==> config.mk <==
export PLATFORM = sky130hd
export DESIGN_NAME = sd_wb_arbiter
export DESIGN_NICKNAME = d
export VERILOG_FILES = /design/src/rtl/sd_wb_pkg.sv /design/src/rtl/sd_wb_watchdog.sv /design/src/rtl/sd_wb_arbiter.sv
export SDC_FILE = /design/constraint.sdc
export NUM_CORES = 1
export LEC_CHECK = 0
export CAP_MARGIN = 20
export CORE_AREA = 2 2 123 125
export DETAILED_ROUTE_END_ITERATION = 6
export DIE_AREA = 0 0 125 127
export GPL_TIMING_DRIVEN = 0
export PLACE_DENSITY = 0.56
export SYNTH_ARGS = -nofsm -noshare
export SYNTH_HDL_FRONTEND = slang
export SYNTH_SLANG_ARGS = --single-unit
export TNS_END_PERCENT = 30
==> constraint.sdc <==
create_clock -name wb_clk_i -period 3.3 [get_ports wb_clk_i]
set_clock_uncertainty 0.2 [all_clocks]
set_input_delay 0.825 -clock wb_clk_i [delete_from_list [all_inputs] [get_ports wb_clk_i]]
set_output_delay 0.825 -clock wb_clk_i [all_outputs]
set_load 0.005 [all_outputs]
==> src/rtl/sd_wb_pkg.sv <==
// Shared constants for the SD emulator Wishbone arbiter: FSM state encoding,
// default watchdog limit and the watchdog counter width rule.
package sd_wb_pkg;

  localparam logic [1:0] IDLE  = 2'd0;
  localparam logic [1:0] GNT0  = 2'd1;
  localparam logic [1:0] GNT1  = 2'd2;
  localparam logic [1:0] ABORT = 2'd3;

  localparam int DEFAULT_TIMEOUT = 255;

  // A disabled watchdog (TIMEOUT=0) still needs a 1-bit counter to stay legal.
  function automatic int wd_cnt_width(input int timeout);
    return (timeout < 1) ? 1 : $clog2(timeout + 1);
  endfunction

endpackage

==> src/rtl/sd_wb_watchdog.sv <==
// Saturating stall counter: expire is high while enabled and the count has
// reached TIMEOUT. TIMEOUT=0 disables it.
module sd_wb_watchdog
  import sd_wb_pkg::*;
#(
  parameter int TIMEOUT = DEFAULT_TIMEOUT
) (
  input  logic clk,
  input  logic rst,
  input  logic en,
  input  logic clr,
  output logic expire
);

  localparam int            CW    = wd_cnt_width(TIMEOUT);
  localparam logic [CW-1:0] LIMIT = CW'(TIMEOUT);
  localparam bit            WD_ON = (TIMEOUT != 0);

  logic [CW-1:0] cnt_q;
  logic [CW-1:0] cnt_d;

  always_comb begin
    cnt_d = cnt_q;
    if (clr) begin
      cnt_d = '0;
    end else if (en && (cnt_q != LIMIT)) begin
      cnt_d = cnt_q + 1'b1;
    end
  end

  always_ff @(posedge clk or posedge rst) begin
    if (rst) begin
      cnt_q <= '0;
    end else begin
      cnt_q <= cnt_d;
    end
  end

  // Kept independent of the slave ack so s_stb_o never depends on s_ack_i.
  assign expire = WD_ON && en && (cnt_q == LIMIT);

endmodule

==> src/rtl/sd_wb_arbiter.sv <==
// Two-master round-robin Wishbone classic arbiter for the SD emulator backing
// store, with burst locking on cyc and a watchdog that aborts hung transfers.
module sd_wb_arbiter
  import sd_wb_pkg::*;
#(
  parameter int AW      = 32,
  parameter int DW      = 32,
  parameter int TIMEOUT = DEFAULT_TIMEOUT
) (
  input  logic            wb_clk_i,
  input  logic            wb_rst_i,

  input  logic [AW-1:0]   m0_adr_i,
  input  logic [DW-1:0]   m0_dat_i,
  input  logic [DW/8-1:0] m0_sel_i,
  input  logic            m0_we_i,
  input  logic            m0_cyc_i,
  input  logic            m0_stb_i,
  output logic [DW-1:0]   m0_dat_o,
  output logic            m0_ack_o,
  output logic            m0_err_o,

  input  logic [AW-1:0]   m1_adr_i,
  input  logic [DW-1:0]   m1_dat_i,
  input  logic [DW/8-1:0] m1_sel_i,
  input  logic            m1_we_i,
  input  logic            m1_cyc_i,
  input  logic            m1_stb_i,
  output logic [DW-1:0]   m1_dat_o,
  output logic            m1_ack_o,
  output logic            m1_err_o,

  output logic [AW-1:0]   s_adr_o,
  output logic [DW-1:0]   s_dat_o,
  output logic [DW/8-1:0] s_sel_o,
  output logic            s_we_o,
  output logic            s_cyc_o,
  output logic            s_stb_o,
  input  logic [DW-1:0]   s_dat_i,
  input  logic            s_ack_i,

  output logic            busy_o
);

  logic [1:0] state_q;
  logic [1:0] state_d;
  logic       last_q;
  logic       last_d;

  logic gnt0;
  logic gnt1;
  logic granted;
  logic own_cyc;
  logic own_stb;
  logic wd_en;
  logic wd_clr;
  logic wd_expire;
  logic timeout;

  assign gnt0    = (state_q == GNT0);
  assign gnt1    = (state_q == GNT1);
  assign granted = gnt0 | gnt1;

  // last_q names the owner in GNTn and the aborted master in ABORT.
  assign own_cyc = last_q ? m1_cyc_i : m0_cyc_i;
  assign own_stb = last_q ? m1_stb_i : m0_stb_i;

  assign wd_en   = granted & own_stb;
  assign wd_clr  = ~wd_en | s_ack_i;
  assign timeout = wd_expire & ~s_ack_i;

  sd_wb_watchdog #(
    .TIMEOUT (TIMEOUT)
  ) u_watchdog (
    .clk    (wb_clk_i),
    .rst    (wb_rst_i),
    .en     (wd_en),
    .clr    (wd_clr),
    .expire (wd_expire)
  );

  always_ff @(posedge wb_clk_i or posedge wb_rst_i) begin
    if (wb_rst_i) begin
      state_q <= IDLE;
      last_q  <= 1'b1;
    end else begin
      state_q <= state_d;
      last_q  <= last_d;
    end
  end

  always_comb begin
    state_d = state_q;
    last_d  = last_q;
    case (state_q)
      IDLE: begin
        if (m0_cyc_i && (!m1_cyc_i || last_q)) begin
          state_d = GNT0;
          last_d  = 1'b0;
        end else if (m1_cyc_i) begin
          state_d = GNT1;
          last_d  = 1'b1;
        end
      end
      GNT0, GNT1: begin
        if (timeout) begin
          state_d = ABORT;
        end else if (!own_cyc) begin
          state_d = IDLE;
        end
      end
      ABORT: begin
        if (!own_cyc) begin
          state_d = IDLE;
        end
      end
      default: state_d = IDLE;
    endcase
  end

  always_comb begin
    s_adr_o  = '0;
    s_dat_o  = '0;
    s_sel_o  = '0;
    s_we_o   = 1'b0;
    s_cyc_o  = 1'b0;
    s_stb_o  = 1'b0;
    m0_dat_o = '0;
    m1_dat_o = '0;
    m0_ack_o = 1'b0;
    m1_ack_o = 1'b0;
    m0_err_o = 1'b0;
    m1_err_o = 1'b0;
    if (granted) begin
      s_adr_o  = gnt1 ? m1_adr_i : m0_adr_i;
      s_dat_o  = gnt1 ? m1_dat_i : m0_dat_i;
      s_sel_o  = gnt1 ? m1_sel_i : m0_sel_i;
      s_we_o   = gnt1 ? m1_we_i  : m0_we_i;
      s_cyc_o  = own_cyc & ~wd_expire;
      s_stb_o  = own_stb & ~wd_expire;
      m0_dat_o = s_dat_i;
      m1_dat_o = s_dat_i;
      m0_ack_o = gnt0 & s_ack_i;
      m1_ack_o = gnt1 & s_ack_i;
      m0_err_o = gnt0 & timeout;
      m1_err_o = gnt1 & timeout;
    end
  end

  assign busy_o = (state_q != IDLE);

endmodule

## Yosys cells after proc, flatten, opt, wreduce, memory -nomap -nowiden

Index checks and enable logic that the tools add are counted.

| operators by class | value |
|---|---|
| add/subtract/negate cells | 1 |
| eq/ne operators | 6 |
| mux-type cells | 26 |
| bitwise logic cells | 13 |
| reductions and logical operators | 11 |

Operators by type and width:

| cell | count |
|---|---|
| two-way mux 32 bit | 5 |
| two-way mux 8 bit | 2 |
| two-way mux 1 bit | 12 |
| adder 8 x 1 -> 8 bit, second input constant | 1 |
| bitwise AND 1 bit | 8 |
| == test 8 bit, second input constant | 1 |
| two-way mux 2 bit | 4 |
| two-way mux 4 bit | 2 |
| != test 8 bit, second input constant | 1 |
| one-hot mux 2 bit (3 select lines) | 1 |
| nonzero test 2 bit | 3 |
| == test 2 bit, second input constant | 2 |
| logical AND 1 bit | 3 |
| != test 3 bit, second input constant | 1 |
| inverter 1 bit | 3 |
| == test 2 x 1 -> 1 bit, second input constant | 1 |
| zero test 2 bit | 1 |
| bitwise OR 1 bit | 2 |
| AND reduction 2 bit | 1 |
| OR reduction 2 bit | 1 |
| zero test 1 bit | 1 |
| logical OR 1 bit | 1 |

| word-level totals | value |
|---|---|
| bits in registers | 11 |
| bits of input ports | 177 |
| output and inout port bits | 140 |
| word-level logic and storage cells | 60 |

## Depth between registers and ports, before layout

Gate-level depths: netlist (run 1).

| logic depth | value |
|---|---|
| word-level depth | 7 |
| mapped depth | 7 |
| depth with buffers taken out | 6 |

## Hierarchy

A second synthesis (run 1) with hierarchy kept.

| second synthesis, totals | value |
|---|---|
| cells, all modules | 306 |
| area total of the unflattened synthesis | 2477.4 µm² |

By module, submodules not included:

| module | instances | cells each | area an instance (µm²) |
|---|---|---|---|
| sd_wb_arbiter | 1 | 257 | 1983.2 |
| sd_wb_watchdog | 1 | 49 | 494.2 |

## Worst setup path before layout (run 1)

OpenSTA, ideal clock, no wires.

| timing | value |
|---|---|
| path type | register to output |
| start | register state_q[0] |
| end | output port s_cyc_o |
| arrival time | 1.589 ns |
| required time | 2.275 ns |
| slack | 0.686 ns |
| cell stages (with the launch flop) | 7 |
| cell sequence | dfrtp_1 > inv_1 > ha_1 > clkbuf_1 > inv_2 > clkbuf_1 > a211oi_1 |

| between the ends | value |
|---|---|
| longest elaborated chain between the ends | 7 |
| elaborated cells on any way between the ends | 8 |

Ends and longest elaborated chain:

| item | RTL line | text |
|---|---|---|
| start: declaration | sd_wb_arbiter.sv:45 | `logic [1:0] state_q;` |
| start signal: assignment | sd_wb_arbiter.sv:87 | `state_q <= state_d;` |
| == test 2 x 1 -> 1 bit / == test 2 bit (equally long branches) | sd_wb_arbiter.sv:60, sd_wb_arbiter.sv:61 |  |
| bitwise OR 1 bit (*) | sd_wb_arbiter.sv:62 | `assign granted = gnt0 \| gnt1;` |
| bitwise AND 1 bit | sd_wb_arbiter.sv:68 | `assign wd_en = granted & own_stb;` |
| logical AND 1 bit | sd_wb_watchdog.sv:40 | `assign expire = WD_ON && en && (cnt_q == LIMIT);` |
| inverter 1 bit | sd_wb_arbiter.sv:139 | `s_cyc_o = own_cyc & ~wd_expire;` |
| bitwise AND 1 bit | sd_wb_arbiter.sv:139 |  |
| two-way mux 1 bit (*) | sd_wb_arbiter.sv:134 | `if (granted) begin` |
| end: declaration | sd_wb_arbiter.sv:37 | `output logic s_cyc_o,` |

Every way passes the cells marked *; elsewhere a longest branch is shown, timed or not.

## Worst setup path in the final report (run 1)

| timing | value |
|---|---|
| start | input port m1_stb_i |
| end | output port s_stb_o |

| between the ends | value |
|---|---|
| longest elaborated chain between the ends | 6 |

Ends and longest elaborated chain:

| item | RTL line | text |
|---|---|---|
| start: declaration | sd_wb_arbiter.sv:28 | `input logic m1_stb_i,` |
| two-way mux 1 bit (*) | sd_wb_arbiter.sv:66 | `assign own_stb = last_q ? m1_stb_i : m0_stb_i;` |
| bitwise AND 1 bit | sd_wb_arbiter.sv:68 |  |
| logical AND 1 bit | sd_wb_watchdog.sv:40 |  |
| inverter 1 bit | sd_wb_arbiter.sv:140 | `s_stb_o = own_stb & ~wd_expire;` |
| bitwise AND 1 bit (*) | sd_wb_arbiter.sv:140 |  |
| two-way mux 1 bit (*) | sd_wb_arbiter.sv:134 |  |
| end: declaration | sd_wb_arbiter.sv:38 | `output logic s_stb_o,` |

Marks and branches as above.

==> summary.txt, run 1 <==
Synthesis
  – EDFF count, synth: 0
  – Yosys top cell area share: 32.5%
  – Synth top area cells: mux2i_1, nor2_1, dfrtp_1, buf_4, and2_1
  – Post-synth ARST share: 100%
  – Most numerous cell in the Yosys netlist: nor2_1
  – Synth Area in XOR/XNOR: 0.800%
  – Mux share of post-synthesis cell area: about a third
  – Simple-gate area share of the yosys netlist: between 30 and 40%
  – Post-synthesis compound-gate area fraction: about 4.2%
  – Post-synth top area cell: mux2i_1
  – Area share of fa/ha/maj cells after synthesis: under 10%
  – Ys flop type: dfrtp_1
  – Synth warnings: 0
  – Seq cells post-synth: 11
  – Seq/Total Area, Yosys: about 13%
  – Distinct cells, synth: 29
  – Syn Area/Cell: 7.27 µm²
  – Synth Instances: 301
  – Synthesized area: 2190 µm²
  – Syn nets: 483
  – Main combinational cell family by area after synthesis: multiplexers
  – Most frequent cells after synthesis: nor2_1, mux2i_1, and2_1, buf_4, clkbuf_1

Floorplan
  – Row count: 44
  – Die H: 127 µm
  – Core Box Area: about 14,000 µm²
  – Die ar.: 15,900 µm²
  – Die X-Extent: around 130 µm
  – Starting Density: around 15%
  – IO Pins: 317

Route
  – Vias: 3,270
  – Final WL: about 12,000 µm
  – Drc violations: 0
  – Wirelength per Cell: 15.3 µm
  – Pre-antenna DRT Iters: 4
  – Vias per inst: 4.05
  – DRT iter0 DRCs: 111
  – ANT nets after route: 0

Global routing
  – Largest net degree at the start of global routing: 12
  – Vias in the first global route: roughly 3,400
  – GRT Residual Overflow: 0
  – All-layer global routing usage: 14.2%
  – Initial antenna violation count: 0
  – First-pass GRT wire length: 18,000 µm

Timing
  – Worst hold slack: 309 ps
  – Slew margin rel.: just under 70%
  – Min Tclk post-route: 3200 ps
  – Period utilisation layout: 97.1%
  – Slew Limit Fails: 0
  – Max Fclk: 0.312 GHz
  – Slew @ Worst Pin: 460 ps
  – Final setup vio count: 0
  – Fin. Hold Viols: 0

Worst setup path
  – Crit path capture type: output port
  – Req. time, crit path: about 2300 ps
  – Crit path max fanout: 3
  – CP Class: input port to output port
  – WP data arrival: 2180 ps
  – CP Launch Type: input port

Place
  – Port buffer count: 316
  – Hpwl dp: roughly 11,000 µm
  – Routability congestion estimate: 0.837
  – # placed instances: 801

Clock tree
  – CTS tree: yes
  – H-tree levels: 1
  – CTS root buffer: clkbuf_16
  – Clk pin slew, worst setup/hold paths: 40 ps
  – # hold bufs at CTS: 0
  – Clock latency on the worst-skew pair: 240 ps
  – Num CTS Buffers: 3
  – Clock buffer depth: 2
  – Clock Sinks: 11

Finish
  – NumNets Final: a little over 800
  – Area Overhead vs Synth: 163%
  – Layout cell share with drive strength beyond 1: 11.1%
  – Finished Layout Cells: 808
  – Ant diodes: 0

Flow run
  – Max cap viols: 0

Hold path
  – Hold Crit Class: register to register

Pwr
  – Max VDD drop: between 0.3 and 0.4 mV
  – P per Cell Area: 804 nW/µm²
  – Leak Pwr: 0.00231 µW

Run status
  – Outcome: completed
[final cells by class]
| type | instances | area (µm²) |
|---|---|---|
| fill | 1490 | 8670 |
| timing repair buffer | 321 | 3200 |
| multi-input combinational | 231 | 1600 |
| buffer | 51 | 347 |
| sequential | 11 | 278 |
| tap | 184 | 230 |
| clock buffer | 4 | 78.8 |
| inverter | 6 | 22.5 |
[stage by stage]
stage | TNS (ps) | util (%) | total power (µW) | setup WS [ps] | area, µm²
after CTS | -70.8 | 39.6 | 4680 | -50.8 | 5710
after floorplan | 0 | - | 1870 | 686 | 2190
after global routing | -8.39 | 39.9 | 4990 | -4.22 | 5760
final | 0 | 39.9 | 4630 | 96.0 | 5760
after global placement | -30670 | 38.7 | 4310 | -513 | 5580
after detailed placement | -33850 | 38.7 | 4310 | -549 | 5580
[kinds of logic after synthesis]
group	Yosys count
AND/OR/NAND/NOR	138
multiplexers	72
buffers and inverters	59
AO/OA/AOI/OAI	14
flip-flops	11
adder cells (fa/ha/maj)	5
XOR/XNOR	2
[layout by cell type (no fill, tap or decap), types with 2 or more instances in the layout]
master           count
clkdlybuf4s50_1    313
nor2_1              78
mux2i_1             71
buf_4               40
and2_1              34
clkbuf_2             9
dfrtp_1              9
nand2_1              7
nor3_1               6
inv_1                5
buf_2                4
a211oi_1             4
and3_1               3
a21oi_1              3
a31oi_1              3
clkbuf_16            3
and4_1               2
clkbuf_1             2
a22oi_1              2
nand3_1              2
clkbuf_4             2
ha_4                 2
ha_1                 2
dlymetal6s2s_1       2
[critical path, cell delays in order]
cell,delay [ps]
clkdlybuf4s50_1,460
mux2_4,170
nand2_2,70
nor2_1,110
clkdlybuf4s50_1,540
[final timing paths]
path                       slack [ps]           startpoint  cells past startpoint             endpoint
setup / recovery                  100             m1_stb_i                      5              s_stb_o
hold / removal                    310  u_watchdog.cnt_q[7]                      1  u_watchdog.cnt_q[7]
setup reg to reg                 1290           state_q[1]                      6           state_q[1]
hold reg to reg                   310  u_watchdog.cnt_q[7]                      1  u_watchdog.cnt_q[7]
max in group asynchronous        1850             wb_rst_i                      2           state_q[1]
min in group asynchronous         710             wb_rst_i                      2           state_q[0]
[what timing repair did]
action	CTS	global route
setup endpoints to repair	138	55
setup buffers	2	3
gates resized for setup	16	15
pin swaps	1	3
[flip-flops by register name (all words and copies together) (netlist names)]
register / flops
last_q: 1
u_watchdog.cnt_q: 8
state_q: 2
[routing by layer]
metal  global-route usage (%)  part of all wire (%)  routed length [µm]
met5                        0                     0                   0
met1                     14.7                    36                4440
met4                     1.83                  0.79                  98
met2                     29.1                    55                6780
met3                     3.43                   8.5                1050
[where the power goes]
group	leakage, µW	internal, µW	switching [µW]
sequential	0.000146	164	29.8
clock	0.0000382	162	59.4
combinational	0.00212	2580	1640
total	0.00231	2900	1730
Power figures use the tool's default switching activity.
==> inputs of run 2 (changes only) <==
--- a/config.mk
+++ b/config.mk
@@ -7,6 +7,7 @@
 export LEC_CHECK = 0
 export CAP_MARGIN = 20
 export CORE_AREA = 2 2 123 125
+export CTS_CLUSTER_DIAMETER = 40
 export DETAILED_ROUTE_END_ITERATION = 6
 export DIE_AREA = 0 0 125 127
 export GPL_TIMING_DRIVEN = 0
==> results of run 2 <==
Final layout, timing and power as in run 1 (identical DEF).
